$ cat src/rtl/ex_stage_execute_unit.sv
// ---------------------------------------------------------------------------
// ex_stage_execute_unit
//
// Execute stage of the 64-bit LEGv8 pipeline. It decodes the ALU function,
// selects operand B, runs the ALU and computes the branch target
// pc + (imm << 2). The ALU result, zero flag and branch target are captured
// in the EX/MEM output register.
//
// Ports
//   clk            : rising-edge clock
//   register_reset : synchronous active-high reset of the output register
//   register_write : output register load enable
//   alu_op         : ALUOperation from ID/EX
//   alu_src        : 0 selects read_data_2, 1 selects extended_data as B
//   opcode         : instruction[31:21]
//   pc             : PC of the instruction in EX
//   read_data_1    : operand A
//   read_data_2    : register operand B
//   extended_data  : sign-extended immediate
//   alu_func       : decoded ALU function (combinational)
//   alu_result     : registered ALU result
//   alu_zero       : registered zero flag
//   jump_address   : registered branch target
//
// Handshake: none. The stage accepts one instruction on every enabled edge
// and its registered outputs are valid one edge after the inputs.
// ---------------------------------------------------------------------------

// Shared adder primitive: S = A + B + Cin, carry-out dropped.
module ex_stage_adder #(
  parameter int WIDTH = 64
) (
  input  logic [WIDTH-1:0] a_i,
  input  logic [WIDTH-1:0] b_i,
  input  logic             cin_i,
  output logic [WIDTH-1:0] sum_o
);
  assign sum_o = a_i + b_i + {{(WIDTH-1){1'b0}}, cin_i};
endmodule

module ex_stage_execute_unit #(
  parameter int WIDTH = 64
) (
  input  logic             clk,
  input  logic             register_reset,
  input  logic             register_write,
  input  logic [1:0]       alu_op,
  input  logic             alu_src,
  input  logic [10:0]      opcode,
  input  logic [WIDTH-1:0] pc,
  input  logic [WIDTH-1:0] read_data_1,
  input  logic [WIDTH-1:0] read_data_2,
  input  logic [WIDTH-1:0] extended_data,
  output logic [3:0]       alu_func,
  output logic [WIDTH-1:0] alu_result,
  output logic             alu_zero,
  output logic [WIDTH-1:0] jump_address
);

  localparam logic [3:0] FUNC_AND   = 4'b0000;
  localparam logic [3:0] FUNC_ORR   = 4'b0001;
  localparam logic [3:0] FUNC_ADD   = 4'b0010;
  localparam logic [3:0] FUNC_SUB   = 4'b0110;
  localparam logic [3:0] FUNC_PASSB = 4'b0111;
  localparam logic [3:0] FUNC_NOR   = 4'b1100;

  localparam logic [10:0] OPC_ADD = 11'b10001011000;
  localparam logic [10:0] OPC_SUB = 11'b11001011000;
  localparam logic [10:0] OPC_AND = 11'b10001010000;
  localparam logic [10:0] OPC_ORR = 11'b10101010000;

  logic [WIDTH-1:0] op_b;
  logic [WIDTH-1:0] adder_b;
  logic             adder_cin;
  logic [WIDTH-1:0] adder_sum;
  logic [WIDTH-1:0] branch_offset;
  logic [WIDTH-1:0] branch_sum;
  logic [WIDTH-1:0] alu_res;
  logic             zero_flag;

  logic [WIDTH-1:0] alu_result_q,   alu_result_d;
  logic             alu_zero_q,     alu_zero_d;
  logic [WIDTH-1:0] jump_address_q, jump_address_d;

  // ALU control decode
  always_comb begin
    alu_func = FUNC_ADD;
    case (alu_op)
      2'b00:   alu_func = FUNC_ADD;
      2'b01:   alu_func = FUNC_PASSB;
      default: begin
        // alu_op = 1x: R-type, function comes from the opcode
        case (opcode)
          OPC_ADD: alu_func = FUNC_ADD;
          OPC_SUB: alu_func = FUNC_SUB;
          OPC_AND: alu_func = FUNC_AND;
          OPC_ORR: alu_func = FUNC_ORR;
          default: alu_func = FUNC_ADD;
        endcase
      end
    endcase
  end

  assign op_b = alu_src ? extended_data : read_data_2;

  // Subtract reuses the adder as A + ~B + 1.
  assign adder_b   = (alu_func == FUNC_SUB) ? ~op_b : op_b;
  assign adder_cin = (alu_func == FUNC_SUB);

  ex_stage_adder #(.WIDTH(WIDTH)) u_alu_adder (
    .a_i   (read_data_1),
    .b_i   (adder_b),
    .cin_i (adder_cin),
    .sum_o (adder_sum)
  );

  // imm << 2: top two bits fall off, bottom two are zero.
  assign branch_offset = {extended_data[WIDTH-3:0], 2'b00};

  ex_stage_adder #(.WIDTH(WIDTH)) u_branch_adder (
    .a_i   (pc),
    .b_i   (branch_offset),
    .cin_i (1'b0),
    .sum_o (branch_sum)
  );

  always_comb begin
    alu_res = '0;
    case (alu_func)
      FUNC_AND:   alu_res = read_data_1 & op_b;
      FUNC_ORR:   alu_res = read_data_1 | op_b;
      FUNC_ADD:   alu_res = adder_sum;
      FUNC_SUB:   alu_res = adder_sum;
      FUNC_PASSB: alu_res = op_b;
      FUNC_NOR:   alu_res = ~(read_data_1 | op_b);
      default:    alu_res = '0;
    endcase
  end

  assign zero_flag = (alu_res == '0);

  // Next state of the EX/MEM slice: load when enabled, otherwise hold.
  always_comb begin
    alu_result_d   = alu_result_q;
    alu_zero_d     = alu_zero_q;
    jump_address_d = jump_address_q;
    if (register_write) begin
      alu_result_d   = alu_res;
      alu_zero_d     = zero_flag;
      jump_address_d = branch_sum;
    end
  end

  // Reset wins over enable.
  always_ff @(posedge clk) begin
    if (register_reset) begin
      alu_result_q   <= '0;
      alu_zero_q     <= 1'b0;
      jump_address_q <= '0;
    end else begin
      alu_result_q   <= alu_result_d;
      alu_zero_q     <= alu_zero_d;
      jump_address_q <= jump_address_d;
    end
  end

  assign alu_result   = alu_result_q;
  assign alu_zero     = alu_zero_q;
  assign jump_address = jump_address_q;

endmodule

$ cat config.mk
export PLATFORM = sky130hd
export DESIGN_NAME = ex_stage_execute_unit
export DESIGN_NICKNAME = d
export VERILOG_FILES = /design/src/rtl/ex_stage_execute_unit.sv
export SDC_FILE = /design/constraint.sdc
export NUM_CORES = 1
export LEC_CHECK = 0
export CAP_MARGIN = 20
export CORE_UTILIZATION = 35
export CTS_BUF_LIST = sky130_fd_sc_hd__clkbuf_4 sky130_fd_sc_hd__clkbuf_8
export CTS_CLUSTER_DIAMETER = 30
export CTS_CLUSTER_SIZE = 12
export DETAILED_ROUTE_END_ITERATION = 10
export MAX_ROUTING_LAYER = met4
export PLACE_DENSITY = 0.61
export SLEW_MARGIN = 15
export SYNTH_ARGS = -nofsm -noshare
export SYNTH_HDL_FRONTEND = slang
export SYNTH_SLANG_ARGS = --single-unit
$ cat constraint.sdc
create_clock -name clk -period 16.8 [get_ports clk]
set_clock_uncertainty 0.15 [all_clocks]
set_input_delay 2.52 -clock clk [delete_from_list [all_inputs] [get_ports clk]]
set_output_delay 2.52 -clock clk [all_outputs]
set_load 0.02 [all_outputs]
# After elaboration in Yosys (flattened, before gate mapping)

Index checks and enable logic that the tools add are counted.

$add $sub $neg: 3
Eq/ne operators: 9
Multiplexer cells: 5
Bitwise operators: 4
Reduce and logical (&&, ||, !) cells: 4

Operator list:

| cell                                                             | count |
|---|---|
| 64-bit one-hot mux with 5 select lines                           | 1 |
| 64-bit adder                                                     | 2 |
| 64-bit 2-to-1 mux                                                | 2 |
| 64-bit NOT                                                       | 2 |
| 64-bit by 1-bit adder with 64-bit output                         | 1 |
| 64-bit bitwise AND                                               | 1 |
| 64-bit logical NOT                                               | 1 |
| 64-bit bitwise OR                                                | 1 |
| 11-bit == test (second input constant)                           | 3 |
| 3-bit one-hot mux with 3 select lines                            | 1 |
| 4-bit by 3-bit == test with 1-bit output (second input constant) | 2 |
| 3-bit one-hot mux with 2 select lines                            | 1 |
| 4-bit by 1-bit == test with 1-bit output (second input constant) | 1 |
| 4-bit by 2-bit == test with 1-bit output (second input constant) | 1 |
| 4-bit == test (second input constant)                            | 1 |
| 4-bit logical NOT                                                | 1 |
| 2-bit by 1-bit == test with 1-bit output (second input constant) | 1 |
| 2-bit logical NOT                                                | 1 |
| 2-bit OR reduction                                               | 1 |

Bits in registers: 129
Input bits: 273
Output and inout bits: 133

# Depth between registers and ports, before layout

Depth after elaboration: 9
Mapped depth: 20
Mapped depth without buffers: 17

# By module

Synthesis repeated with hierarchy kept, for this count alone.

Cells, all modules: 2022
Area, all modules: 15859.0 um2

Modules (own cells, without submodules):

| module                           | times used | cells each | area each (um2) | seq. area each (um2) |
|---|---|---|---|---|
| ex_stage_execute_unit            | 1          | 891        | 7886.3          | 2582.5 |
| ex_stage_adder at u_branch_adder | 1          | 598        | 4245.3          | 0.0 |
| ex_stage_adder at u_alu_adder    | 1          | 533        | 3727.3          | 0.0 |

# Worst setup path after synthesis

Ideal clock, no wire load.

Path type: input port to flip-flop
From: input alu_src
To: register alu_zero_q, in the netlist alu_zero
Library setup time: 59 ps
Arrival: 6977 ps
Required time: 16591 ps
Path slack: 9613 ps
Cell stages on the path: 20
Buffers on the path: 5
Path through: buf_2 buf_2 buf_1 clkbuf_1 mux2_2 xor2_1 ha_1 clkbuf_1 a21o_1 a21oi_1 o21bai_1 a221o_1 a21o_1 a221o_1 o2111ai_1 nand2_1 a311oi_1 and4_1 nand4_1 nand2_1

Longest elaborated chain between the ends: 7
Elaborated cells on any way between the ends: 10
Those cells by class: add/sub: 2; mux: 3; bitwise: 4; reduce/logical: 1

Ends and longest elaborated chain:

| what                                       | line | source |
|---|---|---|
| start: declaration                         | 48   | `input logic alu_src,` |
| 64-bit 2-to-1 mux (*)                      | 104  | `assign op_b = alu_src ? extended_data : read_data_2;` |
| 64-bit NOT                                 | 107  | `assign adder_b = (alu_func == FUNC_SUB) ? ~op_b : op_b;` |
| 64-bit 2-to-1 mux                          | 107  |  |
| 64-bit adder                               | 38   | `assign sum_o = a_i + b_i + {{(WIDTH-1){1'b0}}, cin_i};` |
| 64-bit by 1-bit adder with 64-bit output   | 38   |  |
| 64-bit one-hot mux with 5 select lines (*) | 129  | `case (alu_func)` |
| 64-bit logical NOT (*)                     | 140  | `assign zero_flag = (alu_res == '0);` |
| end signal: assignment                     | 162  | `alu_zero_q <= alu_zero_d;` |
| end: declaration                           | 82   | `logic alu_zero_q, alu_zero_d;` |

Mark *: on every way between the ends. The rest lies on a longest branch, timed or not.
A chain may end at the register's enable or synchronous reset.

# Worst setup path in the final report

From: input opcode[8]
To: output alu_func[0]

Longest elaborated chain between the ends: 3
Elaborated cells on any way between the ends: 5
Those cells by class: eq/ne: 3; mux: 2

Ends and longest elaborated chain:

| what                                      | line | source |
|---|---|---|
| start: declaration                        | 49   | `input logic [10:0] opcode,` |
| 11-bit == test                            | 93   | `case (opcode)` |
| 3-bit one-hot mux with 3 select lines (*) | 93   |  |
| 3-bit one-hot mux with 2 select lines (*) | 88   | `case (alu_op)` |
| end: declaration                          | 54   | `output logic [3:0] alu_func,` |

Marks and branches as above.

==> run metrics <==
status=complete, no violations; clock root cell=clkbuf_8; Core Area=approximately 43,000 um^2; Synth cell types=85; number of global-route vias before repair=16,160; Top FF cell, synth=dfxtp_1; HPWL after DPL=59,320 um; sequential cell area=2582 um^2; GR Util All Layers=around a third; WL/cell=24.08 um; multi-input combinational cell area=12,070 um^2; min-delay worst type=register to register; layout cells sized above 1=5.029%; Area Growth Syn to Fin=31.54%; crit path launch type=input port; Max stage delay on crit path=0.70 ns; CTS hold repair buffers=0; Data required, critical path=14.13 ns; Die Width=roughly 210 um; fillcell total=4,385; setup total negative slack=0 ns; PD cells=70.57 nW/um^2; worst-path cell chain=clkdlybuf4s50_1 > or3b_1 > nor4_4 > buf_4 > nor2_1 > buf_4 > inv_2 > clkdlybuf4s50_1; Initial Util=35.45%; Worst Hold Depth=2; CTS Buffer Depth=2; synthesized area=15,240 um^2; DRC violation count after routing=0; wire length of the first global-routing pass=106,100 um; area share of the largest cell type after synthesis=~17%; Detailed Routing Iterations Pass 1=6; Mapped Cells=2,102; Avg Cell Area, Syn=7.249 um^2; Setup-failing EPs final=0; final hold vios=0; worst slew pin tran=1.069 ns; Worst-path clk slew=0.08 ns; sequential share of the synthesized area=16.95%; pin count of the biggest net entering global routing=86; CTS tree=built; clock sink total=roughly 130; final net count=2,829; clk_lat worst skew=0.49 ns; DRT antenna net count=0; worst r2r path cells=2; max_slew headroom=26.70%; number of flops mapped to enable cells by yosys=0; Die H=210.7 um; synthesized flop and latch total=129; Async SR Flop Fraction=0%; worst-path fanout max=35; synth warn=0; RSZ-0062 raised after global routing=false; Num CTS Buffers=17; LEAKAGE=8.054 nW; routed vias/inst=5.859; initial DRC count=1,808; Setup crit end kind=output port; # Max-Cap Violations=0; number of antenna violations at the first check in global routing=0; leading area contributor after synthesis=dfxtp_1; syn nets=approximately 2,500; DIE AREA=44,370 um^2; Total Wirelength=72,510 um; io pins=406; Max VDD drop=0.04934 mV; H-tree levels=4; Crit-path slowest cell=clkdlybuf4s50_1; Via Count=17,640; synth top area cells=dfxtp_1 (17%), ha_1 (11%), a21oi_1 (7.8%), nor2_1 (5.9%), xor2_1 (4.9%); Tcrit/Tclk final=50.10%; GPL Wtd Cong=0.9982; worst setup path class=input port to output port; antenna cell count=0; Final Util=46.63%; Final Max Slew Viols=0; post-CTS setup buffers=0; I/O Buffers=404; Core Rows=76; # resized after CTS=0; Final Critical Period=8.416 ns; gr ovfl total=0; achievable frequency=118.8 MHz; crit path DAT=5.75 ns
-- power by group --
part | switching, W | internal [W] | leakage [nW]
Combinational | 0.000454 | 0.000318 | 6.79
Sequential | 0.0000224 | 0.000339 | 1.07
Clock | 0.000136 | 0.000145 | 0.196
-- area by class of cell --
type | count | area share (%)
Clock buffer | 22 | 1.479
Clock inverter | 6 | 0.4120
Inverter | 33 | 0.6180
Multi-Input combinational cell | 1817 | 60.23
Sequential cell | 129 | 12.88
Tap cell | 585 | 3.652
Timing Repair Buffer | 419 | 20.72
-- state kept, by name (all words and copies together), names as in the netlist --
| register | count |
|---|---|
| alu_result | 64 |
| alu_zero | 1 |
| jump_address | 64 |
-- synth_stat cells (58+ instances only) --
cell type,n
xnor2_1,72
mux2i_1,74
clkbuf_1,98
ha_1,137
o21ai_0,127
nand2_1,199
dfxtp_1,129
a21oi_1,237
xor2_1,86
nor2_1,240
a21o_1,58
-- path summary, 6_finish.rpt --
path | startpoint | endpoint | slack, ns
worst max-delay path | opcode[8] | alu_func[0] | 8.38
worst min-delay path | alu_zero | alu_zero | 0.31
worst max register to register | alu_result[59] | alu_result[59] | 15.81
worst min register to register | alu_zero | alu_zero | 0.31
-- worst max-delay path: cells and delay by family --
family	cells	cell delay, ns
simple gates	3	0.79
buf+inv	5	2.38
-- kinds of logic (layout without fill, tap and decap cells) --
family | Yosys count | in the layout | synth area share (%)
xor gates and xnor gates | 158 | 158 | 9.082
buffers and inverters | 156 | 480 | 3.941
muxes | 113 | 113 | 7.743
and+or+nand+nor | 715 | 715 | 22.08
AOI/OAI and AO/OA | 688 | 688 | 28.47
other | 1 | 1 | 0.02461
adders and majority gates | 142 | 142 | 11.71
DFF | 129 | 129 | 16.95
-- stage by stage --
stage          hold slack (ns)  total power (W)  instances  cell area (um^2)  worst slack (ns)
2_1_floorplan           0.3659        0.0008162       2102             15240             9.613
3_3_place_gp            0.2881         0.001123       2983             19660             8.286
3_5_place_dp            0.2985         0.001122       2983             19660             8.176
4_1_cts                 0.3093         0.001405       3011             20040             8.406
5_1_grt                 0.3217         0.001487       3011             20040             8.294
6_report                0.3122         0.001415       3011             20040             8.384
-- metal layers --
metal	track usage (%)	routed length [um]
met3	5.323	5561
met1	47.33	34870
met2	46.56	30350
met4	8.671	1729
met5	-	0
-- cell usage in the layout (no fill, tap or decap), types with 18 or more instances in the layout --
master and n:
clkdlybuf4s50_1 401, nor2_1 239, a21oi_1 237, nand2_1 198
ha_1 137, dfxtp_1 129, o21ai_0 127, xor2_1 86
mux2i_1 74, xnor2_1 72, a21o_1 58, a211oi_1 50
nand3_1 50, nor3_1 47, nand4_1 41, mux2_2 39
inv_1 31, a31oi_1 30, o211ai_1 23, o21a_1 23
o21bai_1 21, clkbuf_8 21, and3_1 20, nor4_1 18
(Power assumes the default switching activity.)
